==> src/rtl/alu_pkg.sv <==
// rtl/alu_pkg.sv - shared constants, FSM state type and flag helpers for the ALU sequencer
//
// Contents:
//   OP_*            4-bit ALU operation codes (same encoding as the datapath alu)
//   F_*             bit positions of the six status flags inside FLAGS
//   FLAGS_ONES      bits that always read 1 (1, 12..15)
//   FLAGS_ZEROS     bits that always read 0 (3, 5)
//   FLAGS_RESET     FLAGS value after reset
//   seq_state_t     sequencer FSM states
//   flag_update_mask(op)  which FLAGS bits an operation writes back
//   flags_fix(v)          force the fixed bits of a FLAGS value
package alu_pkg;

    localparam logic [3:0] OP_PASS = 4'b0000;
    localparam logic [3:0] OP_NOT  = 4'b0001;
    localparam logic [3:0] OP_INC  = 4'b0010;
    localparam logic [3:0] OP_DEC  = 4'b0011;
    localparam logic [3:0] OP_INC2 = 4'b0100;
    localparam logic [3:0] OP_DEC2 = 4'b0101;
    localparam logic [3:0] OP_NEG  = 4'b0110;
    localparam logic [3:0] OP_RSVD = 4'b0111;
    localparam logic [3:0] OP_ADD  = 4'b1000;
    localparam logic [3:0] OP_OR   = 4'b1001;
    localparam logic [3:0] OP_ADC  = 4'b1010;
    localparam logic [3:0] OP_SBB  = 4'b1011;
    localparam logic [3:0] OP_AND  = 4'b1100;
    localparam logic [3:0] OP_SUB  = 4'b1101;
    localparam logic [3:0] OP_XOR  = 4'b1110;
    localparam logic [3:0] OP_CMP  = 4'b1111;

    localparam int F_CF = 0;
    localparam int F_PF = 2;
    localparam int F_AF = 4;
    localparam int F_ZF = 6;
    localparam int F_SF = 7;
    localparam int F_OF = 11;

    localparam logic [15:0] FLAGS_ONES  = 16'hF002;
    localparam logic [15:0] FLAGS_ZEROS = 16'h0028;
    localparam logic [15:0] FLAGS_RESET = 16'hF002;

    typedef enum logic [1:0] {
        ST_IDLE   = 2'd0,
        ST_HOLD   = 2'd1,
        ST_COMMIT = 2'd2
    } seq_state_t;

    function automatic logic [15:0] flag_update_mask(input logic [3:0] op);
        logic [15:0] m;
        m = 16'h0000;
        case (op)
            OP_INC, OP_DEC: begin
                // INC/DEC leave CF alone so multi-word loops keep their carry.
                m[F_OF] = 1'b1;
                m[F_SF] = 1'b1;
                m[F_ZF] = 1'b1;
                m[F_AF] = 1'b1;
                m[F_PF] = 1'b1;
            end
            OP_NEG, OP_ADD, OP_OR, OP_ADC, OP_SBB,
            OP_AND, OP_SUB, OP_XOR, OP_CMP: begin
                m[F_OF] = 1'b1;
                m[F_SF] = 1'b1;
                m[F_ZF] = 1'b1;
                m[F_AF] = 1'b1;
                m[F_PF] = 1'b1;
                m[F_CF] = 1'b1;
            end
            OP_PASS, OP_NOT, OP_INC2, OP_DEC2, OP_RSVD: m = 16'h0000;
            default: m = 16'h0000;
        endcase
        return m;
    endfunction

    function automatic logic [15:0] flags_fix(input logic [15:0] v);
        return (v & ~FLAGS_ZEROS) | FLAGS_ONES;
    endfunction

endpackage

==> src/rtl/alu_sequencer_if.sv <==
// rtl/alu_sequencer_if.sv - request/result/FLAGS bus between execution unit and ALU sequencer
//
// Signals:
//   req_valid/req_ready      request handshake (accept when both high)
//   req_op/req_a/req_b/req_word  request payload, sampled on the accept edge
//   res_valid                one-cycle result pulse
//   res_data/res_write       result and its writeback qualifier
//   flags                    architectural FLAGS
//   flags_wr_en/flags_wr_data  direct FLAGS load (POPF/SAHF)
// Modports: master = execution unit, slave = sequencer.
interface alu_sequencer_if;

    logic        req_valid;
    logic        req_ready;
    logic [3:0]  req_op;
    logic [15:0] req_a;
    logic [15:0] req_b;
    logic        req_word;
    logic        res_valid;
    logic [15:0] res_data;
    logic        res_write;
    logic [15:0] flags;
    logic        flags_wr_en;
    logic [15:0] flags_wr_data;

    modport master (
        output req_valid, req_op, req_a, req_b, req_word, flags_wr_en, flags_wr_data,
        input  req_ready, res_valid, res_data, res_write, flags
    );

    modport slave (
        input  req_valid, req_op, req_a, req_b, req_word, flags_wr_en, flags_wr_data,
        output req_ready, res_valid, res_data, res_write, flags
    );

endinterface

==> src/rtl/alu_sequencer_flags.sv <==
// rtl/alu_sequencer_flags.sv - architectural FLAGS register with masked merge and direct load
//
// Ports:
//   clk, rst        clock, synchronous active-high reset
//   commit          high in the COMMIT cycle; merges status under the op's mask
//   op              operation being committed
//   status          ALU status flags placed at their FLAGS bit positions
//   wr_en, wr_data  direct load; takes priority over commit for every bit
//   flags           current FLAGS value
module alu_sequencer_flags
    import alu_pkg::*;
(
    input  logic        clk,
    input  logic        rst,
    input  logic        commit,
    input  logic [3:0]  op,
    input  logic [15:0] status,
    input  logic        wr_en,
    input  logic [15:0] wr_data,
    output logic [15:0] flags
);

    logic [15:0] mask;
    logic [15:0] merged;

    always_comb begin
        mask   = flag_update_mask(op);
        merged = flags_fix((flags & ~mask) | (status & mask));
    end

    always_ff @(posedge clk) begin
        if (rst) begin
            flags <= FLAGS_RESET;
        end else if (wr_en) begin
            flags <= flags_fix(wr_data);
        end else if (commit) begin
            flags <= merged;
        end
    end

endmodule

==> src/rtl/alu_sequencer.sv <==
// rtl/alu_sequencer.sv - issue-side controller for the 8088 datapath ALU pipeline
//
// Ports:
//   CLKx4, RESET            clock, synchronous active-high reset
//   bus (slave)             request/result/FLAGS bus from the execution unit
//   alu_A, alu_B, alu_op    operands and operation driven to the ALU (0 in IDLE)
//   alu_byteWord            1 = 16-bit operation
//   alu_carryIn             CF captured at accept time
//   alu_S                   ALU result
//   alu_F_*                 ALU status flags, already width-qualified
// Parameter HOLD_CYCLES: cycles the ALU inputs stay stable before flags are sampled.
module alu_sequencer
    import alu_pkg::*;
#(
    parameter int HOLD_CYCLES = 3
) (
    input  logic            CLKx4,
    input  logic            RESET,
    alu_sequencer_if.slave  bus,
    output logic [15:0]     alu_A,
    output logic [15:0]     alu_B,
    output logic [3:0]      alu_op,
    output logic            alu_byteWord,
    output logic            alu_carryIn,
    input  logic [15:0]     alu_S,
    input  logic            alu_F_Overflow,
    input  logic            alu_F_Neg,
    input  logic            alu_F_Zero,
    input  logic            alu_F_Aux,
    input  logic            alu_F_Parity,
    input  logic            alu_F_Carry
);

    localparam int CW = (HOLD_CYCLES > 1) ? $clog2(HOLD_CYCLES) : 1;

    seq_state_t    state;
    logic [CW-1:0] cnt;
    logic [15:0]   status;

    always_comb begin
        status       = 16'h0000;
        status[F_OF] = alu_F_Overflow;
        status[F_SF] = alu_F_Neg;
        status[F_ZF] = alu_F_Zero;
        status[F_AF] = alu_F_Aux;
        status[F_PF] = alu_F_Parity;
        status[F_CF] = alu_F_Carry;
    end

    // The ALU drive registers double as the latched request; clearing them
    // on the way back to IDLE gives the all-zero idle drive.
    always_ff @(posedge CLKx4) begin
        if (RESET) begin
            state         <= ST_IDLE;
            cnt           <= '0;
            alu_A         <= 16'h0000;
            alu_B         <= 16'h0000;
            alu_op        <= OP_PASS;
            alu_byteWord  <= 1'b0;
            alu_carryIn   <= 1'b0;
            bus.req_ready <= 1'b1;
            bus.res_valid <= 1'b0;
            bus.res_data  <= 16'h0000;
            bus.res_write <= 1'b0;
        end else begin
            case (state)
                ST_IDLE: begin
                    bus.res_valid <= 1'b0;
                    if (bus.req_valid) begin
                        alu_A         <= bus.req_a;
                        alu_B         <= bus.req_b;
                        alu_op        <= bus.req_op;
                        alu_byteWord  <= bus.req_word;
                        // CF is frozen here so a FLAGS load during HOLD
                        // cannot disturb an in-flight ADC/SBB.
                        alu_carryIn   <= bus.flags[F_CF];
                        cnt           <= CW'(HOLD_CYCLES - 1);
                        bus.req_ready <= 1'b0;
                        state         <= ST_HOLD;
                    end
                end
                ST_HOLD: begin
                    if (cnt == '0) begin
                        // Result is stable by the last HOLD cycle; it is
                        // registered here so res_data is valid throughout COMMIT.
                        bus.res_valid <= 1'b1;
                        bus.res_data  <= alu_byteWord ? alu_S : {8'h00, alu_S[7:0]};
                        bus.res_write <= (alu_op != OP_CMP);
                        state         <= ST_COMMIT;
                    end else begin
                        cnt <= cnt - 1'b1;
                    end
                end
                ST_COMMIT: begin
                    bus.res_valid <= 1'b0;
                    bus.req_ready <= 1'b1;
                    alu_A         <= 16'h0000;
                    alu_B         <= 16'h0000;
                    alu_op        <= OP_PASS;
                    alu_byteWord  <= 1'b0;
                    alu_carryIn   <= 1'b0;
                    state         <= ST_IDLE;
                end
                default: begin
                    state         <= ST_IDLE;
                    bus.req_ready <= 1'b1;
                    bus.res_valid <= 1'b0;
                end
            endcase
        end
    end

    // Flags are sampled on the COMMIT edge, one cycle after the result,
    // matching the ALU's extra flag register stage.
    alu_sequencer_flags u_flags (
        .clk     (CLKx4),
        .rst     (RESET),
        .commit  (state == ST_COMMIT),
        .op      (alu_op),
        .status  (status),
        .wr_en   (bus.flags_wr_en),
        .wr_data (bus.flags_wr_data),
        .flags   (bus.flags)
    );

endmodule

==> src/flat_wrapper.sv <==
// flat-port wrapper written by rule: the top's interface ports become plain ports
module alu_sequencer_flat import alu_pkg::*;
#(
    parameter int HOLD_CYCLES = 3
)
  (CLKx4, RESET, alu_A, alu_B, alu_op, alu_byteWord, alu_carryIn, alu_S, alu_F_Overflow, alu_F_Neg, alu_F_Zero, alu_F_Aux, alu_F_Parity, alu_F_Carry, bus_req_valid, bus_req_op, bus_req_a, bus_req_b, bus_req_word, bus_flags_wr_en, bus_flags_wr_data, bus_req_ready, bus_res_valid, bus_res_data, bus_res_write, bus_flags);
  alu_sequencer_if bus_i ();
  input  logic CLKx4;
  input  logic RESET;
  output logic [15:0] alu_A;
  output logic [15:0] alu_B;
  output logic [3:0] alu_op;
  output logic alu_byteWord;
  output logic alu_carryIn;
  input  logic [15:0] alu_S;
  input  logic alu_F_Overflow;
  input  logic alu_F_Neg;
  input  logic alu_F_Zero;
  input  logic alu_F_Aux;
  input  logic alu_F_Parity;
  input  logic alu_F_Carry;
  input wire logic [$bits(bus_i.req_valid)-1:0] bus_req_valid;
  input wire logic [$bits(bus_i.req_op)-1:0] bus_req_op;
  input wire logic [$bits(bus_i.req_a)-1:0] bus_req_a;
  input wire logic [$bits(bus_i.req_b)-1:0] bus_req_b;
  input wire logic [$bits(bus_i.req_word)-1:0] bus_req_word;
  input wire logic [$bits(bus_i.flags_wr_en)-1:0] bus_flags_wr_en;
  input wire logic [$bits(bus_i.flags_wr_data)-1:0] bus_flags_wr_data;
  output wire logic [$bits(bus_i.req_ready)-1:0] bus_req_ready;
  output wire logic [$bits(bus_i.res_valid)-1:0] bus_res_valid;
  output wire logic [$bits(bus_i.res_data)-1:0] bus_res_data;
  output wire logic [$bits(bus_i.res_write)-1:0] bus_res_write;
  output wire logic [$bits(bus_i.flags)-1:0] bus_flags;
  assign bus_i.req_valid = bus_req_valid;
  assign bus_i.req_op = bus_req_op;
  assign bus_i.req_a = bus_req_a;
  assign bus_i.req_b = bus_req_b;
  assign bus_i.req_word = bus_req_word;
  assign bus_i.flags_wr_en = bus_flags_wr_en;
  assign bus_i.flags_wr_data = bus_flags_wr_data;
  assign bus_req_ready = bus_i.req_ready;
  assign bus_res_valid = bus_i.res_valid;
  assign bus_res_data = bus_i.res_data;
  assign bus_res_write = bus_i.res_write;
  assign bus_flags = bus_i.flags;
  alu_sequencer #(.HOLD_CYCLES(HOLD_CYCLES)) u_core (.CLKx4(CLKx4), .RESET(RESET), .bus(bus_i), .alu_A(alu_A), .alu_B(alu_B), .alu_op(alu_op), .alu_byteWord(alu_byteWord), .alu_carryIn(alu_carryIn), .alu_S(alu_S), .alu_F_Overflow(alu_F_Overflow), .alu_F_Neg(alu_F_Neg), .alu_F_Zero(alu_F_Zero), .alu_F_Aux(alu_F_Aux), .alu_F_Parity(alu_F_Parity), .alu_F_Carry(alu_F_Carry));
endmodule
==> config.mk <==
export PLATFORM = sky130hd
export DESIGN_NAME = alu_sequencer_flat
export DESIGN_NICKNAME = d
export VERILOG_FILES = /design/src/rtl/alu_pkg.sv /design/src/rtl/alu_sequencer_if.sv /design/src/rtl/alu_sequencer_flags.sv /design/src/rtl/alu_sequencer.sv /design/src/flat_wrapper.sv
export SDC_FILE = /design/constraint.sdc
export NUM_CORES = 1
export LEC_CHECK = 0
export CAP_MARGIN = 20
export CORE_ASPECT_RATIO = 0.75
export CORE_MARGIN = 3
export CORE_UTILIZATION = 35
export CTS_CLUSTER_DIAMETER = 100
export DETAILED_ROUTE_END_ITERATION = 8
export PLACE_DENSITY = 0.76
export SYNTH_ARGS = -nofsm -noshare
export SYNTH_HDL_FRONTEND = slang
export SYNTH_HIERARCHICAL = 1
export SYNTH_SLANG_ARGS = --single-unit
==> constraint.sdc <==
create_clock -name CLKx4 -period 1.4 [get_ports CLKx4]
set_input_delay 0.42 -clock CLKx4 [delete_from_list [all_inputs] [get_ports CLKx4]]
set_output_delay 0.42 -clock CLKx4 [all_outputs]
set_load 0.01 [all_outputs]
## Yosys cells after proc, flatten, opt, wreduce, memory -nomap -nowiden

Index checks and enable logic that the tools add are counted.

| storage, ports and cells | value |
|---|---|
| bits in registers | 70 |
| input port bits | 79 |
| output and inout port bits | 73 |
| word-level logic and storage cells | 78 |

| cells by class | value |
|---|---|
| add/sub/neg operators | 1 |
| equality and inequality tests | 21 |
| mux-type cells | 24 |
| bitwise logic cells | 5 |
| reduce and logical (&&, ||, !) cells | 15 |

Operator list:

| cell | count |
|---|---|
| $pmux 16 s2 | 2 |
| $mux 16 | 3 |
| $eq 4x4->1 const B | 8 |
| $and 12x12->12 | 2 |
| $mux 12 | 2 |
| $eq 4x3->1 const B | 4 |
| $not 12->12 | 1 |
| $or 12x12->12 | 1 |
| $pmux 2 s2 | 3 |
| $reduce_or 11->1 | 1 |
| $reduce_or 9->1 | 1 |
| $eq 4x2->1 const B | 2 |
| $mux 2 | 4 |
| $pmux 1 s2 | 4 |
| $pmux 4 s2 | 1 |
| $reduce_and 2->1 | 4 |
| $reduce_bool 2->1 | 3 |
| $reduce_or 5->1 | 1 |
| $eq 4x1->1 const B | 1 |
| $logic_not 2->1 | 2 |
| $logic_not 4->1 | 1 |
| $mux 1 | 4 |
| $mux 4 | 1 |
| $ne 2x2->1 const B | 2 |
| other kinds (8) | 8 |

## Logic depth before layout (Yosys ltp)

| logic depth | value |
|---|---|
| depth in word-level cells | 8 |
| gate-level depth with buffers | 7 |
| depth with buffers taken out | 5 |

## Hierarchy

Netlist, hierarchy kept.

Modules (own cells, without submodules):

| module | instances | cells an instance | area each (um2) | seq. area each (um2) |
|---|---|---|---|---|
| alu_sequencer | 1 | 234 | 2304.7 | 1221.2 |
| alu_sequencer_flags | 1 | 57 | 515.5 | 180.2 |

## Least setup slack after synthesis

OpenSTA, ideal clock, no wires.

| timing | value |
|---|---|
| kind | flip-flop to flip-flop |
| start | register u_core.cnt[0] |
| end | register u_core.bus.res_write |
| setup time | 131 ps |
| arrival time | 1212 ps |
| path slack | 57 ps |
| cell stages (with the launch flop) | 8 |
| path buffers | 2 |
| period minus slack after synthesis | 1343 ps |
| cell sequence | dfxtp_1 inv_1 ha_1 and3b_1 buf_4 buf_6 nor2_1 nor3_2 |

| on the way | value |
|---|---|
| longest elaborated chain between the ends | 2 |

RTL lines:

| element | line | RTL |
|---|---|---|
| from (decl) | alu_sequencer.sv:37 | `logic [CW-1:0] cnt;` |
| from (signal assigned) | alu_sequencer.sv:77 | `cnt <= CW'(HOLD_CYCLES - 1);` |
| from (signal assigned) | alu_sequencer.sv:91 | `cnt <= cnt - 1'b1;` |
| $logic_not 2->1 | alu_sequencer.sv:83 | `if (cnt == '0) begin` |
| $reduce_and 2->1 (no line) | - |  |
| to (signal assigned) | alu_sequencer.sv:88 | `bus.res_write <= (alu_op != OP_CMP);` |
| to (decl) | alu_sequencer_if.sv:33 | `output req_ready, res_valid, res_data, res_write, flags` |

No other way between the ends.
A chain may end at the register's enable or synchronous reset.

## Worst setup path after layout

| timing | value |
|---|---|
| start | input bus_req_valid |
| end | register u_core.alu_op[1] |

| on the way | value |
|---|---|
| longest elaborated chain between the ends | 2 |

RTL lines:

| element | line | RTL |
|---|---|---|
| from (decl) | flat_wrapper.sv:22 | `input wire logic [$bits(bus_i.req_valid)-1:0] bus_req_valid;` |
| $ne 2x2->1 (no line) | - |  |
| $reduce_and 2->1 (no line) | - |  |
| to (signal assigned) | alu_sequencer.sv:72 | `alu_op <= bus.req_op;` |
| to (decl) | alu_sequencer.sv:22 | `output logic [3:0] alu_op,` |

No other way between the ends.

==> qor.csv <==
stage;metric;value;unit
status;outcome;complete, no violations;
placed_design;place_ws;-0.3267;ns
power;seqPwrFrac;45.7;%
clock_tree;cts.sinks;70;
yosys;yosys_warnings;6;
timing;slew_violations;0;
global_route;grt_max_degree;34;
cells_and_area;nets;519;
power;sw_frac_of_total;25.33;%
yosys;syn_area_per_cell;9.712;um2
power;cellLeakagePower;1.790;nW
clock_tree;ctsHoldBuffers;0;
clock_tree;clockRootBuffer;clkbuf_8;
route;drtPass1Iterations;4;
yosys;syn_inst;290;
timing;hold_violations;0;
timing;setup_tns;0;ns
global_route;grt_pass1_vias;2602;
critical_path;cp-end-kind;flip-flop;
route;routed_wl;7968;um
critical_path;critPathRequiredTime;1.67;ns
yosys;syn-cell-area;2816;um2
power;internal-power;3.567;mW
timing;period_needed;1.355;ns
floorplanning;die_y;83.69;um
route;remaining_drc_errors;0;
clock_tree;clkLatencyLatePin;0.33;ns
worst_hold_path;hp-class;reg2reg;
floorplanning;core;7567;um2
clock_tree;cts.clk_slew.worst_paths;0.07;ns
power;total_power;4.776;mW
critical_path;critical_path_arrival;1.62;ns
placed_design;portBuffers;137;
route;drt_iter0_drc;124;
power;switchingPower;1.210;mW
critical_path;worst-path-max-fanout;9;
timing;setup_viol;0;
cells_and_area;diodes;0;
floorplanning;start_util;37.22;%
clock_tree;cts.htree.levels;3;
clock_tree;numCtsBuffers;9;
route;vias;2650;
power;power.density;1059;nW/um2
global_route;grt_pass1_wl;12670;um
cells_and_area;final_layout_size_suffix_gt1_share;22.00;%
clock_tree;tritoncts;done;
clock_tree;clockBufferDepth;2;
critical_path;crit_type;in2reg;
timing;fin_crit_sh;96.82;%
power;comb_power_share;20.9;%
timing;rsz0062_at_grt;yes;
power;p_clk_share;33.5;%
global_route;gr-total-overflow;0;
floorplanning;io_pins;152;
power;vdd_drop_max;0.5214;mV
placed_design;place.gp.congestion;0.7497;
timing;fmax;0.7378;GHz
floorplanning;die_x;109.6;um
run;maxCapViolCount;0;
floorplanning;std_cell_rows;27;
route;detail_route.wl_per_cell;14.70;um
cells_and_area;area_delta_synth_final;60.06;%
floorplanning;die_area;9170;um2
critical_path;worst_setup_path_start_kind;input port;
global_route;antenna_found_initial;0;
route;drtAntennaViolNets;0;
global_route;grtUsageTotal;17.38;%
timing;finalClockSkew;0.006942;ns
placed_design;dp_hpwl;5969;um
timing;postLayoutSetupSlackWorst;0.04456;ns
route;avgViaCountPerCell;4.889;
-- sequential cells by signal, summed over array words and instances (netlist names), named ones only --
| register | cells |
|---|---|
| u_core/bus.res_write | 1 |
| u_core/bus.res_data | 16 |
| u_core/alu_carryIn | 1 |
| u_core/alu_byteWord | 1 |
| u_core/alu_A | 16 |
| u_core/u_flags/flags | 3 |
| u_core/bus.req_ready | 1 |
| u_core/cnt | 2 |
| u_core/state | 2 |
| u_core/alu_op | 4 |
| u_core/alu_B | 16 |
| u_core/bus.res_valid | 1 |
-- per-layer routing --
layer | share of wire (%) | track usage [%]
met1 | 40 | 20.44
met3 | 12 | 8.275
met2 | 47 | 27.65
met5 | 0 | 0
met4 | 1.2 | 5.776
-- path summary, 6_finish.rpt --
| kind | start | to | slack, ns | depth (start not counted) |
|---|---|---|---|---|
| max | bus_req_valid | u_core/alu_op[1] | 0.04 | 5 |
| max reg2reg | u_core/cnt[0] | u_core/bus.res_data[5] | 0.05 | 7 |
| min | u_core/bus.res_data[2] | u_core/bus.res_data[2] | 0.46 | 2 |
| min reg2reg | u_core/bus.res_data[2] | u_core/bus.res_data[2] | 0.46 | 2 |
-- power by group through the flow --
stage / sequential (mW) / combinational [mW] / clock, mW
2_1_floorplan: 2.28 / 0.436 / 0
5_1_grt: 2.20 / 1.08 / 1.75
4_1_cts: 2.18 / 0.990 / 1.65
3_3_place_gp: 2.22 / 1.03 / 0
6_report: 2.18 / 0.997 / 1.60
3_5_place_dp: 2.22 / 1.05 / 0
-- cells in the final DEF, fill, tap and decap left out, drive strengths merged --
cell	n
o21a	1
nor4bb	1
o21bai	1
nand4	1
a21bo	1
clkdlybuf4s50	70
a31oi	6
buf	26
a211o	1
ha	2
o21ai	7
a311oi	1
inv	8
and3b	2
nand2	25
nor3	1
mux2i	3
nand3b	2
nand4b	1
nor2b	1
clkdlybuf4s15	44
clkbuf	31
nand3	9
dfxtp	70
a221oi	6
dlygate4sd2	4
nor4b	2
conb	7
bufinv	1
nor2	48
nand2b	1
a22oi	38
nor3b	2
a21oi	17
-- what timing repair did --
item | in CTS | in global routing
setup buffers | 0 | 1
pin swaps | 0 | 1
resized for setup | 78 | 82
endpoints found under the setup margin | 89 | 101
-- critical path, stage by stage --
cell,delay [ns]
clkdlybuf4s50_1,0.47
nor3b_4,0.28
buf_4,0.26
a22oi_2,0.11
nor2_2,0.08
-- cell type report --
cell class	instances	area [um2]
Sequential cell	70	1405
Fill cell	673	3059
Tap cell	101	126.4
Clock buffer	13	158.9
Multi-Input combinational cell	187	1220
Timing Repair Buffer	162	1538
Inverter	8	30.03
Clock inverter	1	30.03
-- metrics by stage --
stage	cell area [um2]	hold WS (ns)	cells	util, %
floorplan	2835	0.4761	295	-
global placement	4370	0.4381	527	57.75
detailed placement	4370	0.4469	527	57.75
CTS	4496	0.4550	541	59.41
global route	4508	0.4753	542	59.57
finish	4508	0.4555	542	59.57
(Power assumes the default switching activity.)
